===== config.mk =====
export PLATFORM = sky130hd
export DESIGN_NAME = axi4_write_arbiter
export DESIGN_NICKNAME = d
export VERILOG_FILES = /design/src/rtl/axi4_pkg.sv /design/src/rtl/rr_arb2.sv /design/src/rtl/axi4_write_arbiter.sv
export SDC_FILE = /design/constraint.sdc
export NUM_CORES = 1
export LEC_CHECK = 0
export ABC_AREA = 1
export CORE_AREA = 2 2 96 98
export DETAILED_ROUTE_END_ITERATION = 8
export DIE_AREA = 0 0 98 100
export GPL_TIMING_DRIVEN = 0
export PLACE_DENSITY = 0.74
export SLEW_MARGIN = 25
export SYNTH_ARGS = -nofsm -noshare
export SYNTH_HDL_FRONTEND = slang
export SYNTH_HIERARCHICAL = 1
export SYNTH_SLANG_ARGS = --single-unit

===== constraint.sdc =====
create_clock -name ACLK -period 2.2 [get_ports ACLK]
set_input_delay 0.55 -clock ACLK [delete_from_list [all_inputs] [get_ports ACLK]]
set_output_delay 0.55 -clock ACLK [all_outputs]
set_load 0.02 [all_outputs]

===== src/rtl/axi4_pkg.sv =====
// -----------------------------------------------------------------------------
// axi4_pkg
//   Shared types and constants for the two-master AXI4 write-channel arbiter.
//   - axi_wr_state_e : arbiter burst state (IDLE / ADDR / DATA / RESP)
//   - OKAY/EXOKAY/SLVERR/DECERR : AXI4 BRESP encodings
//   - onehot2_to_idx : converts a 2-bit one-hot grant to a master index
// -----------------------------------------------------------------------------
package axi4_pkg;

  // One burst walks IDLE -> ADDR -> DATA -> RESP -> IDLE.
  typedef enum logic [1:0] {
    IDLE = 2'd0,
    ADDR = 2'd1,
    DATA = 2'd2,
    RESP = 2'd3
  } axi_wr_state_e;

  // AXI4 write response codes.
  localparam logic [1:0] OKAY   = 2'b00;
  localparam logic [1:0] EXOKAY = 2'b01;
  localparam logic [1:0] SLVERR = 2'b10;
  localparam logic [1:0] DECERR = 2'b11;

  // Beat counter width: AWLEN is 8 bits, so 256 beats max.
  localparam int unsigned BEAT_CNT_W = 8;

  // Grant is only ever 2'b01 or 2'b10 while a burst is owned; bit 1 alone
  // identifies the owner.
  function automatic logic onehot2_to_idx(input logic [1:0] oh);
    return oh[1];
  endfunction

endpackage : axi4_pkg


===== src/rtl/rr_arb2.sv =====
// -----------------------------------------------------------------------------
// rr_arb2
//   Two-way round-robin picker, purely combinational.
//   Ports:
//     req_i        in  2  request vector (bit i = master i)
//     last_grant_i in  1  index of the master granted most recently
//     gnt_o        out 2  one-hot winner (0 when no request)
//   On a tie the master that was NOT granted last wins.
// -----------------------------------------------------------------------------
module rr_arb2 (
  input  logic [1:0] req_i,
  input  logic       last_grant_i,
  output logic [1:0] gnt_o
);

  // NOTE: every signal driven from always_comb gets a default first so no
  // path leaves it unassigned; an unassigned path would infer a latch.
  always_comb begin
    gnt_o = 2'b00;
    case (req_i)
      2'b01:   gnt_o = 2'b01;
      2'b10:   gnt_o = 2'b10;
      2'b11:   gnt_o = last_grant_i ? 2'b01 : 2'b10;
      default: gnt_o = 2'b00;
    endcase
  end

endmodule : rr_arb2


===== src/rtl/axi4_write_arbiter.sv =====
// -----------------------------------------------------------------------------
// axi4_write_arbiter
//   Shares one AXI4 write slave between two masters. A round-robin pick is made
//   on AW requests while idle; the winner then owns the AW, W and B channels
//   until its B handshake completes. A burst-length checker pulses prot_err
//   when WLAST does not line up with the latched AWLEN.
//
//   Parameters: ADDR_W (address width), DATA_W (write data width)
//   Ports (master i uses slice [i*W +: W]):
//     ACLK, ARESETn                 clock, async active-low reset
//     m_aw{addr,len,valid,ready}    master AW channels
//     m_w{data,valid,last,ready}    master W channels
//     m_b{valid,ready,resp}         master B channels
//     s_aw*, s_w*, s_b*             single slave port
//     grant    one-hot owner (0 when idle)
//     busy     burst in progress
//     prot_err one-cycle pulse, cycle after a WLAST/AWLEN mismatch handshake
//
//   All channel forwarding is combinational from the registered state/grant,
//   so W beats pass at full throughput with no added latency.
// -----------------------------------------------------------------------------
module axi4_write_arbiter
  import axi4_pkg::*;
#(
  parameter int ADDR_W = 32,
  parameter int DATA_W = 32
) (
  input  logic                  ACLK,
  input  logic                  ARESETn,

  // Master AW
  input  logic [2*ADDR_W-1:0]   m_awaddr,
  input  logic [15:0]           m_awlen,
  input  logic [1:0]            m_awvalid,
  output logic [1:0]            m_awready,
  // Master W
  input  logic [2*DATA_W-1:0]   m_wdata,
  input  logic [1:0]            m_wvalid,
  input  logic [1:0]            m_wlast,
  output logic [1:0]            m_wready,
  // Master B
  output logic [1:0]            m_bvalid,
  input  logic [1:0]            m_bready,
  output logic [3:0]            m_bresp,

  // Slave AW
  output logic [ADDR_W-1:0]     s_awaddr,
  output logic [7:0]            s_awlen,
  output logic                  s_awvalid,
  input  logic                  s_awready,
  // Slave W
  output logic [DATA_W-1:0]     s_wdata,
  output logic                  s_wvalid,
  output logic                  s_wlast,
  input  logic                  s_wready,
  // Slave B
  input  logic                  s_bvalid,
  output logic                  s_bready,
  input  logic [1:0]            s_bresp,

  // Status
  output logic [1:0]            grant,
  output logic                  busy,
  output logic                  prot_err
);

  // ---------------------------------------------------------------------------
  // State
  // ---------------------------------------------------------------------------
  axi_wr_state_e             state_q,      state_d;
  logic [1:0]                grant_q,      grant_d;
  logic                      last_grant_q, last_grant_d;
  logic [BEAT_CNT_W-1:0]     beat_cnt_q,   beat_cnt_d;
  logic [7:0]                awlen_q,      awlen_d;
  logic                      prot_err_q,   prot_err_d;

  logic [1:0]                arb_gnt;
  logic                      g_idx;

  // Selected master's channel signals.
  logic [ADDR_W-1:0]         sel_awaddr;
  logic [7:0]                sel_awlen;
  logic                      sel_awvalid;
  logic [DATA_W-1:0]         sel_wdata;
  logic                      sel_wvalid;
  logic                      sel_wlast;
  logic                      sel_bready;

  logic                      aw_hs;
  logic                      w_hs;
  logic                      b_hs;

  rr_arb2 u_rr_arb2 (
    .req_i        (m_awvalid),
    .last_grant_i (last_grant_q),
    .gnt_o        (arb_gnt)
  );

  assign g_idx = onehot2_to_idx(grant_q);

  assign sel_awaddr  = g_idx ? m_awaddr[2*ADDR_W-1:ADDR_W] : m_awaddr[ADDR_W-1:0];
  assign sel_awlen   = g_idx ? m_awlen[15:8]               : m_awlen[7:0];
  assign sel_awvalid = m_awvalid[g_idx];
  assign sel_wdata   = g_idx ? m_wdata[2*DATA_W-1:DATA_W]  : m_wdata[DATA_W-1:0];
  assign sel_wvalid  = m_wvalid[g_idx];
  assign sel_wlast   = m_wlast[g_idx];
  assign sel_bready  = m_bready[g_idx];

  // Handshakes are only meaningful inside their owning state.
  assign aw_hs = (state_q == ADDR) && sel_awvalid && s_awready;
  assign w_hs  = (state_q == DATA) && sel_wvalid  && s_wready;
  assign b_hs  = (state_q == RESP) && s_bvalid    && sel_bready;

  // ---------------------------------------------------------------------------
  // Next-state logic
  // ---------------------------------------------------------------------------
  always_comb begin
    state_d      = state_q;
    grant_d      = grant_q;
    last_grant_d = last_grant_q;
    beat_cnt_d   = beat_cnt_q;
    awlen_d      = awlen_q;
    prot_err_d   = 1'b0;

    case (state_q)
      IDLE: begin
        if (|m_awvalid) begin
          grant_d = arb_gnt;
          state_d = ADDR;
        end
      end

      ADDR: begin
        if (aw_hs) begin
          beat_cnt_d = '0;
          awlen_d    = sel_awlen;
          state_d    = DATA;
        end
      end

      DATA: begin
        if (w_hs) begin
          // Past the last expected beat the counter may wrap; it only feeds
          // the mismatch flag, and the burst still closes on WLAST.
          beat_cnt_d = beat_cnt_q + 1'b1;
          if (sel_wlast) begin
            state_d = RESP;
            if (beat_cnt_q != awlen_q) prot_err_d = 1'b1;
          end else if (beat_cnt_q == awlen_q) begin
            // Final beat per AWLEN arrived without WLAST: flag it and keep
            // forwarding until the master does raise WLAST.
            prot_err_d = 1'b1;
          end
        end
      end

      RESP: begin
        if (b_hs) begin
          last_grant_d = g_idx;
          grant_d      = 2'b00;
          state_d      = IDLE;
        end
      end

      default: state_d = IDLE;
    endcase
  end

  // NOTE: sequential state uses non-blocking assignments so every register
  // samples the pre-edge values, independent of statement order.
  always_ff @(posedge ACLK or negedge ARESETn) begin
    if (!ARESETn) begin
      state_q      <= IDLE;
      grant_q      <= 2'b00;
      last_grant_q <= 1'b1;   // M0 wins the first tie after reset
      beat_cnt_q   <= '0;
      awlen_q      <= '0;
      prot_err_q   <= 1'b0;
    end else begin
      state_q      <= state_d;
      grant_q      <= grant_d;
      last_grant_q <= last_grant_d;
      beat_cnt_q   <= beat_cnt_d;
      awlen_q      <= awlen_d;
      prot_err_q   <= prot_err_d;
    end
  end

  // ---------------------------------------------------------------------------
  // Channel forwarding: everything idles at 0 unless the current state owns
  // the channel. Since state resets asynchronously to IDLE, all outputs drop
  // in the same cycle reset is asserted.
  // ---------------------------------------------------------------------------
  always_comb begin
    m_awready = 2'b00;
    m_wready  = 2'b00;
    m_bvalid  = 2'b00;
    m_bresp   = 4'b0000;
    s_awaddr  = '0;
    s_awlen   = '0;
    s_awvalid = 1'b0;
    s_wdata   = '0;
    s_wvalid  = 1'b0;
    s_wlast   = 1'b0;
    s_bready  = 1'b0;

    case (state_q)
      ADDR: begin
        s_awaddr         = sel_awaddr;
        s_awlen          = sel_awlen;
        s_awvalid        = sel_awvalid;
        m_awready[g_idx] = s_awready;
      end

      DATA: begin
        s_wdata         = sel_wdata;
        s_wvalid        = sel_wvalid;
        s_wlast         = sel_wlast;
        m_wready[g_idx] = s_wready;
      end

      RESP: begin
        m_bvalid[g_idx] = s_bvalid;
        if (g_idx) m_bresp[3:2] = s_bresp;
        else       m_bresp[1:0] = s_bresp;
        s_bready        = sel_bready;
      end

      default: ;
    endcase
  end

  assign grant    = grant_q;
  assign busy     = (state_q != IDLE);
  assign prot_err = prot_err_q;

endmodule : axi4_write_arbiter

==> summary.txt, run 1 <==
Power and ir drop
  • Worst vdd ir: 0.629 mV
  • Switching share of power: 49.9%
  • Sequential share of power: 12.1%
  • Switch Pwr: 2.78 mW
  • Leakage power: 2.45 nW
  • Internal cell power: 2.79 mW
  • Clock power frac: 7.0%
  • Combinational Power Share: 81.0%
  • Pwr Density: 1070 nW/µm²

Worst setup path
  • Required time of the critical path: 1650 ps
  • CP Class: register to output pin
  • CP Max Fanout: 7
  • CP startpoint kind: register
  • Crit path DAT: 1750 ps
  • Setup crit end kind: output pin

Outcome
  • Status: finished, violations left
  • Failing checks: setup timing

Global routing
  • Initial antenna violation count: 0
  • Overall routing resource usage: 24.4%
  • Number of global-route vias before repair: 3428
  • Largest net degree at the start of global routing: 23
  • First-pass GRT wire length: 18900 µm
  • Grt total ovfl: 0

Layout
  • Area Growth Syn to Fin: 120%
  • Layout cells sized above 1: 26.6%
  • Fin nets: 790
  • Layout Utilization: 58.4%
  • Fin area: 5190 µm²
  • N_diodes: 0

Logic synthesis
  • Syn Std Cell Area: 2360 µm²
  • Mean Syn Cell Area: 6.57 µm²
  • Synth warn: 6
  • #FFs+latches synth: 22
  • Register area share after synthesis: 23.4%
  • Distinct cells, synth: 32
  • Mapped Cells: 359
  • Cell taking the most area after synthesis: dfrtp_1
  • Area contributors post-synth: dfrtp_1 22%, nand2_1 18%, a22o_1 12%
  • Synth top area share: 22.3%
  • Syn nets: 523

Routing
  • Wirelength, routed: 12800 µm
  • Total iterations of the first detailed-routing run: 4
  • Starting DRT DRC Count: 111
  • WL/cell: 17.4 µm
  • Residual DRC: 0
  • Via/cell ratio: 4.77
  • Antenna-violating nets left: 0
  • Via count: 3508

Floorplan
  • Core Region: 8890 µm²
  • Die ar.: 9800 µm²
  • Chip width: 98 µm
  • IO Pins: 249
  • Initial Util: 26.5%
  • Die height: 100 µm
  • Row count: 35

STA
  • Max Clock Skew: 2.59 ps
  • RSZ-0062 raised after global routing: true
  • Setup violators final: 39
  • Final worst-path cycle share: 105%
  • Max-slew violation count: 0
  • Slew HR: 66.3%
  • Worst setup margin: -104 ps
  • Tmin final: 2300 ps
  • Slew @ Worst Pin: 506 ps
  • FMAX: 434 MHz
  • Final Hold Fails: 0

CTS
  • Root buf cell: clkbuf_8
  • Maximum root-to-sink buffer count: 2
  • Clock transition at path regs: 90 ps
  • TritonCTS clock tree: yes
  • CTS buffer count: 3
  • Worst-skew pair later-pin latency: 270 ps
  • # hold bufs at CTS: 0
  • H-tree lvl count: 1
  • CTS Sinks: 22

Min path
  • Class of the tightest hold or removal check: input pin to async pin

Placement
  • Final HPWL DP: 10400 µm
  • GPL Wtd Cong: 0.933
  • Post-DP Area: 4980 µm²
  • Port bufs: 248

Job
  • MaxCap Viol Count: 0
## logic make-up (layout without fill, tap and decap cells)
group | after synthesis | in the layout | share of synthesized area (%)
fa+ha+maj | 5 | 5 | 2.65
compound gates | 93 | 93 | 26.7
simple gates | 176 | 176 | 31.0
xor+xnor | 7 | 7 | 2.60
mux | 9 | 9 | 3.82
flops | 22 | 22 | 23.4
buf+inv | 47 | 313 | 9.86
## stage by stage
step	setup TNS, ps	power [mW]	worst slack (ps)	hold WS (ps)	cells
4_1_cts	-3310	5.15	-139	511	725
3_3_place_gp	-36360	4.80	-701	487	718
5_1_grt	-6570	5.94	-148	271	736
3_5_place_dp	-37950	4.84	-712	501	718
6_report	-2210	5.58	-104	236	736
2_1_floorplan	0	2.99	233	254	359
## what timing repair did
action / in CTS / in global routing
pin swaps: 2 / 4
endpoints found under the setup margin: 87 / 82
buffers inserted: 3 / 7
gates cloned: 0 / 4
resized for setup: 404 / 73
## cell type report
| type | count | area [µm²] |
|---|---|---|
| Inverter | 24 | 108 |
| Buffer | 23 | 241 |
| Sequential cell | 22 | 553 |
| Clock inverter | 1 | 30.0 |
| Tap cell | 111 | 139 |
| Multi-Input combinational cell | 290 | 1670 |
| Fill cell | 853 | 3700 |
| Timing Repair Buffer | 262 | 2400 |
| Clock buffer | 3 | 41.3 |
## state kept, by name, summed over array words and instances (netlist names)
register and count:
prot_err 1, grant 2, last_grant_q 1, state_q 2, beat_cnt_q 8, awlen_q 8
## synthesized netlist by cell type, drive strengths merged
cell type and instances:
a21boi 1, a21o 1, a21oi 46, a22o 32, buf 15, clkbuf 8
clkinv 1, dfrtp 21, dfstp 1, ha 5, inv 23, mux2i 9
nand2 120, nand3 14, nand3b 1, nand4 3, nor2 34, nor3 3
o21ai 12, o21bai 1, or2 1, xnor2 7
## cell usage in the layout, fill, tap and decap left out, types with 5 or more instances in the layout
cell	n
buf_2	42
nor2_1	30
a21oi_2	5
clkbuf_2	10
inv_1	19
clkdlybuf4s50_1	159
nand2_1	113
xnor2_1	7
o21ai_0	6
mux2i_1	7
o21ai_2	6
a21oi_1	40
nand3_1	14
a22o_1	28
buf_6	39
clkbuf_8	5
nand2_2	5
buf_4	19
dfrtp_1	20
## power by group through the flow
stage                     Combinational, mW  Sequential [mW]  Clock [mW]
after floorplan                        2.32            0.670           0
after global placement                 4.13            0.671           0
after detailed placement               4.16            0.677           0
after CTS                              4.09            0.671       0.391
after global routing                   4.83            0.698       0.413
final                                  4.51            0.674       0.388
## critical path: stages, from the launching register on
cell and delay (ps):
dfrtp_1 420, inv_2 80, ha_4 180, buf_6 130, nand2_4 80, inv_8 60
buf_8 130, a22o_1 260, buf_6 150
## routing by layer
layer  global-route usage [%]  wire (µm)  vias to the layer above
li1                         -          -                     1729
met4                     6.09        160                        0
met2                     40.6       6130                      148
met3                     7.31       1180                       14
met1                     31.2       5330                     1617
met5                        0          0                        -
## final timing paths
| check | from | to | slack (ps) | depth (start not counted) |
|---|---|---|---|---|
| hold / removal | ARESETn | awlen_q[5]$_DFFE_PN0P_ | 240 | 1 |
| setup / recovery | state_q[0]$_DFFE_PN0P_ | s_wdata[26] | -100 | 8 |
| hold reg to reg | last_grant_q$_DFFE_PN1P_ | last_grant_q$_DFFE_PN1P_ | 500 | 2 |
| max in group asynchronous | ARESETn | grant[1]$_DFFE_PN0P_ | 1590 | 1 |
| setup reg to reg | state_q[0]$_DFFE_PN0P_ | beat_cnt_q[0]$_DFFE_PN0P_ | 590 | 9 |
| min in group ACLK | last_grant_q$_DFFE_PN1P_ | last_grant_q$_DFFE_PN1P_ | 500 | 2 |
Note: power is estimated with default switching activity, not from simulation.
==> run 2: changes to the inputs <==
--- a/config.mk
+++ b/config.mk
@@ -6,11 +6,12 @@
 export NUM_CORES = 1
 export LEC_CHECK = 0
 export ABC_AREA = 1
-export CORE_AREA = 2 2 96 98
+export CORE_AREA = 2 2 95 97
 export DETAILED_ROUTE_END_ITERATION = 8
-export DIE_AREA = 0 0 98 100
+export DIE_AREA = 0 0 97 99
+export DONT_BUFFER_PORTS = 1
 export GPL_TIMING_DRIVEN = 0
-export PLACE_DENSITY = 0.74
+export PLACE_DENSITY = 0.38
 export SLEW_MARGIN = 25
 export SYNTH_ARGS = -nofsm -noshare
 export SYNTH_HDL_FRONTEND = slang
==> run 2 against run 1 <==
  * The run now ends clean
  * Setup slack better by 140 ps
  * Clock-buffer cell count up 1
  * Flip-flop and latch count unchanged
  * Die area down 2.0%
  * Register-to-register slack worse by 60 ps
  * Power down 4.5%
  * Sequential power up 4.3%
  * Critical path type unchanged
  * Largest power group unchanged
==> summary.txt, run 2 (synthesized netlist as in run 1, its figures left out) <==
STA
  • FMAX: 461 MHz (+6.3%)
  • Final setup TNS: 0 ps (+2210 ps)
  • Max-slew violation count: 0 (unchanged)
  • Slew @ Worst Pin: 350 ps (-155 ps)
  • RSZ-0062 raised after global routing: true
  • Final worst-path cycle share: 98.5% (-6.2 points)
  • Setup violators final: 0 (-100%)
  • Slew HR: 76.0% (+9.7 points)
  • Final Hold Fails: 0 (unchanged)
  • Max Clock Skew: 7.66 ps (+5.06 ps)
  • Tmin final: 2170 ps (-137 ps)
  • WHS: 79.5 ps (-156 ps)

Power and ir drop
  • Pwr Density: 1430 nW/µm² (+33%)
  • Internal cell power: 2.35 mW (-16%)
  • Leakage power: 1.55 nW (-37%)
  • Worst vdd ir: 0.649 mV (+3.1%)
  • Clock power frac: 5.3% (-1.7 points)
  • Combinational Power Share: 81.5% (+0.5 points)
  • Switching share of power: 55.8% (+5.8 points)
  • Sequential share of power: 13.2% (+1.1 points)
  • Switch Pwr: 2.97 mW (+6.7%)

Routing
  • Max layer used: met4
  • Via count: 2633 (-25%)
  • Wirelength, routed: 9370 µm (-27%)
  • Residual DRC: 0 (unchanged)
  • Starting DRT DRC Count: 50 (-55%)
  • Routed wl met3: 511 µm (-57%)
  • WL/cell: 19.4 µm (+12%)
  • Via/cell ratio: 5.45 (+14%)
  • Antenna-violating nets left: 0 (unchanged)
  • Total iterations of the first detailed-routing run: 4 (unchanged)
  • Metal2 WL: 4790 µm (-22%)
  • M1 WL: 4000 µm (-25%)

Layout
  • Commonest non-fill, non-tap cell in the layout: nand2_1
  • Layout cells sized above 1: 42.9% (+16 points)
  • Most frequent cells in the layout: 110 x nand2_1, 32 x a21oi_4, 31 x a22o_4
  • Finished Layout Cells: 483 (-34%)
  • Biggest regs: awlen_q: 8 flops, beat_cnt_q: 8 flops
  • Fin nets: 540 (-32%)
  • Area Growth Syn to Fin: 57.5%
  • N_diodes: 0 (unchanged)

Min path
  • Class of the tightest hold or removal check: input pin to async pin

Global routing
  • Overall routing resource usage: 17.8% (-6.6 points)
  • Grt total ovfl: 0 (unchanged)
  • First-pass GRT wire length: 14200 µm (-25%)
  • Initial antenna violation count: 0 (unchanged)
  • Number of global-route vias before repair: 2703 (-21%)
  • Largest net degree at the start of global routing: 22 (-4.3%)

Worst setup path
  • Setup crit end kind: output pin
  • Worst Setup EP: s_wdata[26]
  • CP Max Fanout: 10 (+3)
  • Required time of the critical path: 1650 ps (about the same)
  • Worst R2R Path Depth: 9 (unchanged)
  • Crit path DAT: 1620 ps (-130 ps)
  • Startpoint of the worst register-to-register path: state_q[0]$_DFFE_PN0P_
  • CP startpoint kind: register
  • Worst setup path startpoint: state_q[1]$_DFFE_PN0P_
  • Reg2reg setup slack: 530 ps (-60 ps)
  • Worst r2r dst: state_q[0]$_DFFE_PN0P_
  • CP Class: register to output pin

Floorplan
  • Die ar.: 9600 µm² (-2.0%)
  • Initial Util: 27.6% (+1.1 points)
  • Chip width: 97 µm (-1.0%)
  • Row count: 34 (-2.9%)
  • Die height: 99 µm (-1.0%)
  • IO Pins: 249 (unchanged)
  • Core Region: 8550 µm² (-3.8%)

CTS
  • Maximum root-to-sink buffer count: 2 (unchanged)
  • TritonCTS clock tree: yes
  • H-tree lvl count: 1 (unchanged)
  • Clock transition at path regs: 90 ps (about the same)
  • CTS Sinks: 22 (unchanged)
  • CTS buffer count: 3 (unchanged)
  • Root buf cell: clkbuf_8
  • Worst-skew pair later-pin latency: 270 ps (about the same)

Placement
  • GPL Wtd Cong: 0.929 (-0.48%)
  • Final HPWL DP: 6770 µm (-35%)
  • Port bufs: 0 (-100%)
  • Cell count after placement: 467 (-35%)

Outcome
  • Status: finished, final reports clean

Job
  • MaxCap Viol Count: 0 (unchanged)
## run 2: timing repair
action / CTS / global route
hold buffers: 1 / 0
pin swaps: 1 / 7
gates cloned: 3 / 0
gates resized for setup: 178 / 53
endpoints found under the setup margin: 84 / 83
buffers inserted: 6 / 2
endpoints found under the hold margin: 21 / 0
## run 2: critical path, cell delays in order, from the launching register on
cell     delay (ps)
dfrtp_1         440
ha_4            200
buf_8           140
nand2_4         100
inv_8            50
buf_8           140
a22o_4          280
## run 2: area by class of cell
cell class	instances	area (µm²)
timing repair buffer	12	144
clock buffer	4	45.0
fill	878	4830
inverter	24	103
tap	108	135
multi-input combinational	290	2440
sequential	22	553
buffer	23	300
## run 2: power by group through the flow
stage / clock network [mW] / logic, mW / registers, mW
2_1_floorplan: 0 / 2.32 / 0.670
3_3_place_gp: 0 / 2.74 / 0.709
3_5_place_dp: 0 / 2.76 / 0.709
4_1_cts: 0.295 / 4.06 / 0.698
5_1_grt: 0.313 / 4.63 / 0.731
6_report: 0.280 / 4.34 / 0.703
## run 2: how the worst min path moves through the flow
stage / endpoint / slack (ps) / startpoint
3_3_place_gp: grant[0]$_DFFE_PN0P_ / 260 / ARESETn
4_1_cts: beat_cnt_q[4]$_DFFE_PN0P_ / 80 / ARESETn
2_1_floorplan: awlen_q[0]$_DFFE_PN0P_ / 250 / ARESETn
3_5_place_dp: prot_err$_DFF_PN0_ / 260 / ARESETn
6_report: beat_cnt_q[6]$_DFFE_PN0P_ / 80 / ARESETn
5_1_grt: beat_cnt_q[1]$_DFFE_PN0P_ / 70 / ARESETn
## run 2: metal layers
| metal | track usage (%) | vias up |
|---|---|---|
| met4 | 1.52 | 0 |
| li1 | - | 1241 |
| met3 | 3.97 | 6 |
| met1 | 23.4 | 1274 |
| met5 | 0 | - |
| met2 | 31.2 | 112 |
## run 2: through the flow
stage	total power, mW	setup slack (ps)	utilization, %	area, µm²
after floorplan	2.99	233	-	2360
after global routing	5.67	-40.2	43.5	3720
after detailed placement	3.46	-151	29.2	2490
after CTS	5.05	-93.2	41.3	3530
after global placement	3.45	-145	29.2	2490
final	5.32	32.6	43.5	3720
